$ cat src/rtl/alu_pkg.sv
// alu_pkg: opcodes, ALU control encodings and issue FSM states shared by the ALU issue controller
package alu_pkg;
  localparam logic [2:0] OP_AND  = 3'b000;
  localparam logic [2:0] OP_OR   = 3'b001;
  localparam logic [2:0] OP_ADD  = 3'b010;
  localparam logic [2:0] OP_SUB  = 3'b011;
  localparam logic [2:0] OP_SLT  = 3'b100;
  localparam logic [2:0] OP_NOR  = 3'b101;
  localparam logic [2:0] OP_NAND = 3'b110;
  localparam logic [2:0] OP_ILL  = 3'b111;
  localparam logic [3:0] CTRL_AND  = 4'b0000;
  localparam logic [3:0] CTRL_OR   = 4'b0001;
  localparam logic [3:0] CTRL_ADD  = 4'b0010;
  localparam logic [3:0] CTRL_SUB  = 4'b0110;
  localparam logic [3:0] CTRL_SLT  = 4'b0111;
  localparam logic [3:0] CTRL_NOR  = 4'b1100;
  localparam logic [3:0] CTRL_NAND = 4'b1101;
  typedef enum logic [1:0] {IDLE, EXEC, CAPT, RESP} state_t;
endpackage

$ cat src/rtl/alu_op_decode.sv
// alu_op_decode: maps a 3-bit opcode to the ALU control word plus legal/arithmetic qualifiers
module alu_op_decode
  import alu_pkg::*;
(
  input  logic [2:0] op,
  output logic [3:0] ctrl,
  output logic       legal,
  output logic       is_arith
);
  assign ctrl = op == OP_OR   ? CTRL_OR   :
                op == OP_ADD  ? CTRL_ADD  :
                op == OP_SUB  ? CTRL_SUB  :
                op == OP_SLT  ? CTRL_SLT  :
                op == OP_NOR  ? CTRL_NOR  :
                op == OP_NAND ? CTRL_NAND : CTRL_AND;
  assign legal = op != OP_ILL;
  assign is_arith = op == OP_ADD || op == OP_SUB;
endmodule

$ cat src/rtl/alu_issue_ctrl.sv
// alu_issue_ctrl: issues requests to a registered 32-bit ALU and returns a held response with sticky overflow and op counter
module alu_issue_ctrl
  import alu_pkg::*;
#(
  parameter int CNT_W = 16
) (
  input  logic             clk,
  input  logic             rst_n,
  input  logic             req_valid,
  output logic             req_ready,
  input  logic [2:0]       req_op,
  input  logic [31:0]      req_a,
  input  logic [31:0]      req_b,
  output logic [31:0]      alu_src1,
  output logic [31:0]      alu_src2,
  output logic [3:0]       alu_ctrl,
  input  logic [31:0]      alu_result,
  input  logic             alu_zero,
  input  logic             alu_cout,
  input  logic             alu_overflow,
  output logic             rsp_valid,
  input  logic             rsp_ready,
  output logic [31:0]      rsp_result,
  output logic             rsp_zero,
  output logic             rsp_cout,
  output logic             rsp_overflow,
  output logic             rsp_err,
  input  logic             clr_sticky,
  output logic             sticky_ovf,
  output logic [CNT_W-1:0] op_count
);
  state_t     state;
  logic [3:0] dec_ctrl;
  logic       dec_legal;
  logic       dec_arith;
  logic       arith_q;
  alu_op_decode u_dec (
    .op       (req_op),
    .ctrl     (dec_ctrl),
    .legal    (dec_legal),
    .is_arith (dec_arith)
  );
  assign req_ready = state == IDLE;
  always_ff @(posedge clk or negedge rst_n) begin
    if (!rst_n) begin
      state        <= IDLE;
      alu_src1     <= '0;
      alu_src2     <= '0;
      alu_ctrl     <= CTRL_AND;
      arith_q      <= 1'b0;
      rsp_valid    <= 1'b0;
      rsp_result   <= '0;
      rsp_zero     <= 1'b0;
      rsp_cout     <= 1'b0;
      rsp_overflow <= 1'b0;
      rsp_err      <= 1'b0;
      sticky_ovf   <= 1'b0;
      op_count     <= '0;
    end else begin
      sticky_ovf <= (state == CAPT && arith_q && alu_overflow) || (sticky_ovf && !clr_sticky);
      case (state)
        IDLE: if (req_valid) begin
          if (dec_legal) begin
            alu_src1 <= req_a;
            alu_src2 <= req_b;
            alu_ctrl <= dec_ctrl;
            arith_q  <= dec_arith;
            state    <= EXEC;
          end else begin
            rsp_result   <= '0;
            rsp_zero     <= 1'b1;
            rsp_cout     <= 1'b0;
            rsp_overflow <= 1'b0;
            rsp_err      <= 1'b1;
            rsp_valid    <= 1'b1;
            state        <= RESP;
          end
        end
        EXEC: state <= CAPT;
        CAPT: begin
          rsp_result   <= alu_result;
          rsp_zero     <= alu_zero;
          rsp_cout     <= arith_q && alu_cout;
          rsp_overflow <= arith_q && alu_overflow;
          rsp_err      <= 1'b0;
          rsp_valid    <= 1'b1;
          state        <= RESP;
        end
        RESP: if (rsp_ready) begin
          rsp_valid <= 1'b0;
          op_count  <= op_count + CNT_W'(1);
          state     <= IDLE;
        end
        default: state <= IDLE;
      endcase
    end
  end
endmodule

$ cat config.mk
export PLATFORM = sky130hd
export DESIGN_NAME = alu_issue_ctrl
export DESIGN_NICKNAME = d
export VERILOG_FILES = /design/src/rtl/alu_pkg.sv /design/src/rtl/alu_op_decode.sv /design/src/rtl/alu_issue_ctrl.sv
export SDC_FILE = /design/constraint.sdc
export NUM_CORES = 1
export LEC_CHECK = 0
export BUFFER_PORTS_ARGS = -buffer_cell sky130_fd_sc_hd__buf_4
export CAP_MARGIN = 20
export CORE_MARGIN = 4
export CORE_UTILIZATION = 40
export CTS_BUF_LIST = sky130_fd_sc_hd__clkbuf_4 sky130_fd_sc_hd__clkbuf_8
export DETAILED_ROUTE_END_ITERATION = 10
export PLACE_DENSITY_LB_ADDON = 0.05
export RECOVER_POWER = 100
export SLEW_MARGIN = 20
export SYNTH_ARGS = -nofsm -noshare
export SYNTH_HDL_FRONTEND = slang
export SYNTH_SLANG_ARGS = --single-unit
$ cat constraint.sdc
create_clock -name clk -period 2.46 [get_ports clk]
set_input_delay 0.246 -clock clk [delete_from_list [all_inputs] [get_ports clk]]
set_output_delay 0.246 -clock clk [all_outputs]
set_load 0.005 [all_outputs]
==> metrics <==
status=finished, final reports clean; CTS Buffer Depth=2; WP data required=2770 ps; Worst Hold Class=input port to flop; total grt overflow=0; die width=121 um; largest net degree at the start of global routing=67; initial antenna violation count=0; dominant cells by area after synthesis=dfrtp_1 61%, mux2_4 11%, mux2_2 6.2%; cells after synthesis=335; syn nets=448; post-route clock period utilization=0.840; row count=40; root buf cell=clkbuf_8; Reg clk slew, reported paths=70 ps; clk_lat worst skew=420 ps; Post-DP HPWL=9.37 mm; post-synthesis cell type count=35; number of global-route vias before repair=3800; Reg2Reg Depth=6; drt pass-1 iters=4; end of the worst hold path=alu_src2[29]$_DFFE_PN0P_; final setup fails=0; reg2reg end=alu_src2[2]$_DFFE_PN0P_; reg2reg start=state[0]$_DFFE_PN0P_; fmax=0.484 GHz; Slew HR=0.385; Residual DRC=0; syn avg cell area=15.2 um^2; Post-CTS Resized=0; final antenna-violating net count=0; routed len/inst=16.4 um; Critical Path AT=2380 ps; crit path max fanout=66; Antenna diodes=0; number of vias per cell=4.74; Worst setup SP type=flop; MaxCap Viol Count=0; Synth warnings=0; Hold Vio Cnt, Final=0; drt total wl=12.6 mm; Die H=121 um; worst hold stages=2; die area=14600 um^2; CP Class=flop to flop; clock sinks=125; Seq/Total Area, Yosys=0.614; Fin Clk Skew=6.59 ps; Crit. End Element=flop; layout cell share with drive strength beyond 1=0.479; Post-Syn Area=5090 um^2; Synth top area share=0.614; worst vdd ir=539 uV; drt initial violations=151; post-layout min period=2070 ps; CTS Buf Count=17; IO Count=230; min-delay src=req_b[29]; Buffers on Ports=229; CTS tree=yes; final hold slack=35.4 ps; Critical path origin=state[0]$_DFFE_PN0P_; count of state elements after synthesis=125; H-Tree Depth=4; first-pass GRT wire length=19.9 mm; Final Wtd Congestion=0.738; leakage power=3.46 nW; Nets=703; GR Util All Layers=0.176; area leader, netlist=dfrtp_1; reg-to-reg slack, setup=390 ps; core area=12300 um^2; PD cells=1180 nW/um^2; Tightest Pin Transition=923 ps; Layout area overhead=42.4%; Initial Utilization=0.415; RSZ-0062 raised after global routing=false; via count=3658; setup TNS=0 ps; Finished Core Util=0.592; Max Slew Vio Count=0
==> state kept, by name, summed over array words and instances, names as in the netlist <==
name / cells
rsp_overflow: 1
alu_src2: 32
rsp_err: 1
alu_ctrl: 4
sticky_ovf: 1
rsp_zero: 1
alu_src1: 32
rsp_valid: 1
state: 2
arith_q: 1
rsp_cout: 1
rsp_result: 32
op_count: 16
==> worst max-delay path: stages, from the launching register on <==
cell     delay (ps)
dfrtp_1         410
inv_1           130
ha_1            330
nand2_1         120
nor2_1          200
buf_12          340
mux2_2          380
==> cell usage in the layout (no fill, tap or decap), types with 2 or more instances in the layout <==
cell type,instances
clkinv_2,2
a22o_2,30
inv_1,11
clkbuf_8,24
xor2_1,7
clkbuf_4,88
clkbuf_1,40
dlygate4sd3_1,16
mux2_2,29
a21oi_1,3
nand4_1,4
nand3_1,9
o21ai_0,7
nand2_1,9
mux2_1,38
a22o_1,3
bufinv_16,3
ha_1,6
xnor2_1,9
and3_1,2
buf_4,106
nor3_1,3
dfrtp_1,125
nor2_1,10
clkbuf_2,3
==> metal layers <==
metal / wire [um] / track usage
met1: 5370 / 0.219
met2: 6060 / 0.279
met3: 869 / 0.0571
met4: 323 / 0.0779
met5: 0 / 0
==> worst max path at each step <==
stage                                     to  cells after the start  slack, ps
finish               alu_src2[2]$_DFFE_PN0P_                      6        390
global route        alu_src2[15]$_DFFE_PN0P_                      6        220
CTS                  alu_src2[2]$_DFFE_PN0P_                      6        350
detailed placement  alu_src2[15]$_DFFE_PN0P_                      6        350
global placement     alu_src2[6]$_DFFE_PN0P_                      6        450
floorplan            alu_src1[0]$_DFFE_PN0P_                      8        590
==> per-stage QoR <==
step / power, mW / setup WS (ps) / area [um^2] / cells
floorplan: 5.40 / 594 / 5090 / 335
global placement: 7.23 / 448 / 6970 / 723
detailed placement: 7.32 / 353 / 6970 / 723
CTS: 9.37 / 355 / 7580 / 771
global route: 9.13 / 217 / 7250 / 771
finish: 8.54 / 394 / 7250 / 771
==> what timing repair did <==
action,in CTS,in global routing
hold buffers,16,0
buffers inserted,0,0
endpoints found under the hold margin,47,0
==> kinds of logic after synthesis <==
family	Yosys count	synth area share
compound gates	52	0.0887
flops	125	0.614
mux	68	0.179
buf+inv	27	0.0349
simple gates	41	0.0413
xor+xnor	16	0.0275
fa+ha+maj	6	0.0147
==> layout make-up <==
type | count | area [um^2]
clock inverters | 5 | 100
clock buffers | 27 | 353
repair buffers | 252 | 1780
well taps | 168 | 210
flip-flops and latches | 125 | 3130
inverters | 11 | 41.3
fillers | 1116 | 5010
multi-input cells | 183 | 1640
==> cell usage after synthesis <==
| cell | n |
|---|---|
| a22oi_1 | 1 |
| inv_1 | 11 |
| nand3_1 | 9 |
| a21oi_1 | 3 |
| ha_1 | 6 |
| xnor2_1 | 9 |
| a22o_2 | 30 |
| nor3_1 | 3 |
| nor2_2 | 1 |
| mux2_4 | 39 |
| o22ai_1 | 1 |
| nand2_1 | 9 |
| nor4_1 | 1 |
| a21boi_0 | 1 |
| o31ai_1 | 1 |
| a21oi_2 | 1 |
| buf_6 | 9 |
| nand4_1 | 4 |
| o221ai_1 | 1 |
| nor4b_1 | 1 |
| mux2_2 | 28 |
| o21ai_0 | 7 |
| dfrtp_1 | 125 |
| clkbuf_2 | 1 |
| nor2_1 | 9 |
| buf_2 | 6 |
| xor2_1 | 7 |
| a32oi_1 | 1 |
| and3_1 | 2 |
| a32o_1 | 1 |
| mux2i_1 | 1 |
| a221o_1 | 1 |
| a22o_1 | 3 |
| and3_4 | 1 |
| nand4_2 | 1 |
==> power breakdown <==
part           leakage, nW  switching (mW)  internal [mW]  total (mW)
Combinational         1.70            1.27           1.80        3.07
Clock                0.237           0.755           1.23        1.98
Sequential            1.52           0.507           2.98        3.49
Power figures use the tool's default switching activity.
